--- src/rtl/nibble_serial_adder_if.sv ---
// Handshake and operand/result bundle for nibble_serial_adder.
// master drives requests; slave is the adder.
interface nibble_serial_adder_if #(
    parameter int WIDTH = 16
);
    logic             start;
    logic             sub;
    logic [WIDTH-1:0] a;
    logic [WIDTH-1:0] b;
    logic             busy;
    logic             done;
    logic [WIDTH-1:0] result;
    logic             cout;
    logic             v;

    modport master (
        output start, sub, a, b,
        input  busy, done, result, cout, v
    );

    modport slave (
        input  start, sub, a, b,
        output busy, done, result, cout, v
    );
endinterface

--- src/rtl/nibble_serial_adder.sv ---
// Multi-cycle WIDTH-bit add/sub using one 4-bit carry-lookahead slice, LS nibble first.
// Optional: define NIBBLE_SERIAL_ADDER_SAT_EN to saturate result on signed overflow.
module nibble_serial_adder #(
    parameter int WIDTH = 16
) (
    input  logic                  clk,
    input  logic                  rst_n,
    nibble_serial_adder_if.slave  bus
);
    localparam int N  = WIDTH / 4;
    localparam int IW = (N > 1) ? $clog2(N) : 1;
    localparam logic [IW-1:0] LAST = IW'(N - 1);

    typedef enum logic [1:0] {IDLE, RUN, DONE} state_t;

    state_t           state;
    logic [WIDTH-1:0] opa;
    logic [WIDTH-1:0] opb;
    logic [WIDTH-1:0] res_q;
    logic [IW-1:0]    idx;
    logic             carry;
    logic             busy_q;
    logic             done_q;
    logic             cout_q;
    logic             v_q;

    logic [3:0] na;
    logic [3:0] nb;
    logic [3:0] p;
    logic [3:0] g;
    logic [4:0] c;
    logic [3:0] sum;
    logic [WIDTH-1:0] sat_val;

    // Lookahead slice on the nibble currently selected by idx
    always_comb begin
        na   = 4'(opa >> {idx, 2'b00});
        nb   = 4'(opb >> {idx, 2'b00});
        p    = na ^ nb;
        g    = na & nb;
        c[0] = carry;
        c[1] = g[0] | (p[0] & c[0]);
        c[2] = g[1] | (p[1] & g[0]) | (p[1] & p[0] & c[0]);
        c[3] = g[2] | (p[2] & g[1]) | (p[2] & p[1] & g[0]) | (p[2] & p[1] & p[0] & c[0]);
        c[4] = g[3] | (p[3] & g[2]) | (p[3] & p[2] & g[1]) | (p[3] & p[2] & p[1] & g[0])
             | (p[3] & p[2] & p[1] & p[0] & c[0]);
        sum  = p ^ c[3:0];
        sat_val = opa[WIDTH-1] ? {1'b1, {(WIDTH-1){1'b0}}} : {1'b0, {(WIDTH-1){1'b1}}};
    end

    always_ff @(posedge clk or negedge rst_n) begin
        if (!rst_n) begin
            state  <= IDLE;
            opa    <= '0;
            opb    <= '0;
            res_q  <= '0;
            idx    <= '0;
            carry  <= 1'b0;
            busy_q <= 1'b0;
            done_q <= 1'b0;
            cout_q <= 1'b0;
            v_q    <= 1'b0;
        end else begin
            case (state)
                IDLE, DONE: begin
                    done_q <= 1'b0;
                    if (bus.start) begin
                        opa    <= bus.a;
                        opb    <= bus.sub ? ~bus.b : bus.b;
                        carry  <= bus.sub;
                        idx    <= '0;
                        busy_q <= 1'b1;
                        state  <= RUN;
                    end else begin
                        busy_q <= 1'b0;
                        state  <= IDLE;
                    end
                end
                RUN: begin
                    res_q[{idx, 2'b00} +: 4] <= sum;
                    carry <= c[4];
                    idx   <= idx + 1'b1;
                    if (idx == LAST) begin
`ifdef NIBBLE_SERIAL_ADDER_SAT_EN
                        // Whole word overwritten so lower nibbles match the clamp value
                        if (c[4] ^ c[3]) res_q <= sat_val;
`endif
                        cout_q <= c[4];
                        v_q    <= c[4] ^ c[3];
                        busy_q <= 1'b0;
                        done_q <= 1'b1;
                        state  <= DONE;
                    end
                end
                default: begin
                    busy_q <= 1'b0;
                    done_q <= 1'b0;
                    state  <= IDLE;
                end
            endcase
        end
    end

    assign bus.busy   = busy_q;
    assign bus.done   = done_q;
    assign bus.result = res_q;
    assign bus.cout   = cout_q;
    assign bus.v      = v_q;
endmodule

--- src/flat_wrapper.sv ---
// flat-port wrapper written by rule: the top's interface ports become plain ports
module nibble_serial_adder_flat 
#(
    parameter int WIDTH = 16
)
  (clk, rst_n, bus_start, bus_sub, bus_a, bus_b, bus_busy, bus_done, bus_result, bus_cout, bus_v);
  nibble_serial_adder_if #(.WIDTH(WIDTH)) bus_i ();
  input  logic clk;
  input  logic rst_n;
  input wire logic [$bits(bus_i.start)-1:0] bus_start;
  input wire logic [$bits(bus_i.sub)-1:0] bus_sub;
  input wire logic [$bits(bus_i.a)-1:0] bus_a;
  input wire logic [$bits(bus_i.b)-1:0] bus_b;
  output wire logic [$bits(bus_i.busy)-1:0] bus_busy;
  output wire logic [$bits(bus_i.done)-1:0] bus_done;
  output wire logic [$bits(bus_i.result)-1:0] bus_result;
  output wire logic [$bits(bus_i.cout)-1:0] bus_cout;
  output wire logic [$bits(bus_i.v)-1:0] bus_v;
  assign bus_i.start = bus_start;
  assign bus_i.sub = bus_sub;
  assign bus_i.a = bus_a;
  assign bus_i.b = bus_b;
  assign bus_busy = bus_i.busy;
  assign bus_done = bus_i.done;
  assign bus_result = bus_i.result;
  assign bus_cout = bus_i.cout;
  assign bus_v = bus_i.v;
  nibble_serial_adder #(.WIDTH(WIDTH)) u_core (.clk(clk), .rst_n(rst_n), .bus(bus_i));
endmodule
--- config.mk ---
export PLATFORM = sky130hd
export DESIGN_NAME = nibble_serial_adder_flat
export DESIGN_NICKNAME = d
export VERILOG_FILES = /design/src/rtl/nibble_serial_adder_if.sv /design/src/rtl/nibble_serial_adder.sv /design/src/flat_wrapper.sv
export SDC_FILE = /design/constraint.sdc
export NUM_CORES = 1
export LEC_CHECK = 0
export BUFFER_PORTS_ARGS = -buffer_cell sky130_fd_sc_hd__buf_4
export CAP_MARGIN = 15
export CORE_MARGIN = 5
export CORE_UTILIZATION = 45
export DETAILED_ROUTE_END_ITERATION = 10
export HOLD_SLACK_MARGIN = 0.02
export PLACE_DENSITY = 0.7
export SETUP_SLACK_MARGIN = 0.2
export SLEW_MARGIN = 10
export SYNTH_ARGS = -nofsm -noshare
export SYNTH_HDL_FRONTEND = slang
export SYNTH_SLANG_ARGS = --single-unit
--- constraint.sdc ---
create_clock -name clk -period 3.2 [get_ports clk]
set_input_delay 0 -clock clk [delete_from_list [all_inputs] [get_ports clk]]
set_output_delay 0 -clock clk [all_outputs]
set_load 0.03 [all_outputs]
==> impl_metrics.py <==
metrics = {
    "synthesis": {
        "syn_area_per_cell_um2": 12.8,
        "ys_seq_area_share_pct": 50.6,
        "yosys.area.top_type": "dfrtp_1",
        "synth-seq-cells": 55,
        "synth-edff-count": 0,
        "synthArstFlopShare_pct": 100,
        "synth_top_area_share_pct": 50.6,
        "mappedNetlistArea_um2": 2720,
        "netlist_top_cells_area": "dfrtp_1 (51%), mux4_2 (6.6%), mux2_4 (5.5%)",
        "syn-num-nets": 259,
        "synthDistinctLibCells": 41,
        "synth_cells": 212,
        "ys.flop_type": "dfrtp_1",
        "yosysWarningCount": 0,
    },
    "sta": {
        "tightest_slew_ns": 1.04,
        "finClkSkew_ns": 0.0116,
        "setup_viol": 0,
        "finalCriticalPeriod_ns": 2.47,
        "max_freq_ghz": 0.406,
        "slew_violations": 0,
        "max_slew_margin_pct": 30.6,
        "hold_violations": 0,
        "rsz0062_at_grt": "no",
        "min_period_over_period_pct": 77.1,
        "fin_ws_ns": 0.734,
        "setup_tns_ns": 0,
    },
    "run": {
        "drv_cap": 0,
    },
    "die": {
        "start_util_pct": 46.2,
        "core_um2": 5890,
        "die_x_um": 87.8,
        "rows": 28,
        "die_y_um": 87.8,
        "dieArea_um2": 7700,
        "io_pins": 56,
    },
    "power": {
        "p_comb_share_pct": 56.5,
        "power_density_nw_per_um2": 1010,
        "ir_drop_uv": 557,
        "p_int_mw": 2.09,
        "clkPwrFrac_pct": 10.2,
        "p_sw_share_pct": 42.4,
        "p_leak_nw": 1.69,
        "p_sw_mw": 1.54,
        "seqPwrFrac_pct": 33.3,
    },
    "worst_setup_path": {
        "crit_fanout": 8,
        "cp.required_ns": 3.40,
        "crit_path_start_kind": "flip-flop",
        "r2r_cells": 6,
        "r2r_setup_slack_ns": 0.73,
        "cp.arrival_ns": 2.66,
        "crit_path_end_kind": "flip-flop",
        "crit_type": "reg -> reg",
        "rr_startpoint": "u_core.idx[0]",
        "reg2reg_to": "u_core.bus.result[15]",
    },
    "cts": {
        "clk_path_buf_depth": 2,
        "root_buffer": "clkbuf_8",
        "cts_tree": "built",
        "htree_num_levels": 2,
        "cts_num_sinks": 55,
        "numCtsBuffers": 5,
        "clock_latency_ns": 0.30,
        "path_clk_slew_ns": 0.09,
        "cts.repair.resized": 0,
    },
    "detailed_routing": {
        "wl_um": 5570,
        "ant_nets": 0,
        "vias": 1844,
        "via_per_inst": 4.93,
        "drtIter0Drc": 46,
        "post-route-drc-count": 0,
        "wl_per_cell_um": 14.9,
        "first_pass_iters": 4,
    },
    "global_routing": {
        "grtUsageTotal_pct": 16.0,
        "grt_max_degree": 56,
        "grt_pass1_wl_um": 9360,
        "grt_overflow": 0,
        "grt_pass1_vias": 1970,
        "antenna_found_initial": 0,
    },
    "cells_and_area": {
        "diodes": 0,
        "layout_common_cells": "buf_4 (57), dfrtp_1 (55), dlygate4sd3_1 (33)",
        "layout-area-overhead-vs-synth_pct": 31.7,
        "final_layout_size_suffix_gt1_share_pct": 30.4,
        "final_area_um2": 3580,
        "final_common_cell": "buf_4",
        "instances_no_fill": 374,
        "layout.nets": 345,
        "num-fill-cells": 473,
    },
    "place": {
        "post_dp_cell_area_um2": 3170,
        "dp_hpwl_um": 3920,
        "dp_cells": 333,
        "gp_congestion": 0.817,
        "io_buffer_count": 55,
        "place_ws_ns": 0.721,
    },
    "worst_hold_path": {
        "worst_hold_startpoint": "bus_start",
        "min-delay-path-class": "in -> reg",
        "holdPathEnd": "u_core.carry",
        "whs_path_depth": 3,
    },
    "outcome": {
        "status": "complete, no violations",
    },
}
==> repair_timing <==
item                      CTS  global route
buffers inserted            0             0
hold endpoints to repair   87             0
hold buffers               33             0
==> logic make-up (layout without fill, tap and decap cells) <==
logic type,Yosys count,after routing,synth area share [%]
flip-flops,55,55,50.6
AO/OA/AOI/OAI,45,45,11.5
AND/OR/NAND/NOR,41,41,7.54
multiplexers,26,26,15.4
XOR/XNOR,19,19,6.39
buffers and inverters,15,102,3.26
adder cells (fa/ha/maj),11,11,5.33
==> cell usage after synthesis (2+ instances only) <==
| library cell | count |
|---|---|
| dfrtp_1 | 55 |
| nand2_1 | 27 |
| o21ai_0 | 18 |
| xnor2_1 | 17 |
| a22o_1 | 14 |
| ha_1 | 10 |
| mux2_4 | 10 |
| mux4_2 | 8 |
| buf_2 | 5 |
| mux2_1 | 5 |
| o21ai_1 | 5 |
| buf_4 | 3 |
| inv_1 | 3 |
| and3_1 | 2 |
| buf_6 | 2 |
| mux2i_1 | 2 |
| nand3_1 | 2 |
==> flip-flops by register name (all words and copies together), names as in the netlist <==
name,count
u_core.opb,16
u_core.bus.result,16
u_core.bus.cout,1
u_core.idx,2
u_core.bus.v,1
u_core.opa,16
u_core.carry,1
u_core.state,2
==> how the worst max path moves through the flow <==
stage	start	end	cells past startpoint
4_1_cts	u_core.idx[0]	u_core.bus.result[15]	6
5_1_grt	u_core.idx[0]	u_core.bus.result[11]	6
6_report	u_core.idx[0]	u_core.bus.result[15]	6
2_1_floorplan	u_core.idx[0]	u_core.bus.result[11]	7
3_3_place_gp	u_core.idx[0]	u_core.bus.result[3]	6
3_5_place_dp	u_core.idx[0]	u_core.bus.result[15]	6
==> metrics by stage <==
step	hold slack [ns]	utilization (%)	power [mW]
6_report	0.0380	60.9	3.64
5_1_grt	0.0298	60.9	3.93
4_1_cts	0.0325	60.9	3.68
3_5_place_dp	0.0875	53.9	3.28
3_3_place_gp	0.0851	53.9	3.21
2_1_floorplan	-0.296	-	2.74
==> cell type report <==
type                    count  area, µm²  share of cell area, %
clock buffers               7       76.3                   2.13
clock inverters             1       5.00                  0.140
inverters                   4       15.0                  0.419
multi-input cells         142       1260                   35.1
flip-flops and latches     55       1380                   38.4
well taps                  75       93.8                   2.62
repair buffers             90        758                   21.2
==> critical path: stages (launching register included) <==
cell and delay, ns:
dfrtp_1 0.63, mux4_2 0.60, ha_1 0.35, a211oi_2 0.26, o21bai_4 0.13, xor2_2 0.18, a22o_1 0.21
==> per-layer routing <==
metal	up-vias	routed length [µm]	GRT usage, %
met3	4	255	3.10
li1	922	-	-
met4	0	63	5.02
met2	41	2880	28.5
met5	-	0	0
met1	877	2370	19.5
==> power by group through the flow <==
stage | logic [mW] | clock network [mW] | registers, mW
6_report | 2.05 | 0.369 | 1.21
5_1_grt | 2.26 | 0.407 | 1.26
4_1_cts | 2.08 | 0.381 | 1.22
3_5_place_dp | 2.05 | 0 | 1.23
3_3_place_gp | 1.98 | 0 | 1.23
2_1_floorplan | 1.43 | 0 | 1.31
Note: power is estimated with default switching activity, not from simulation.
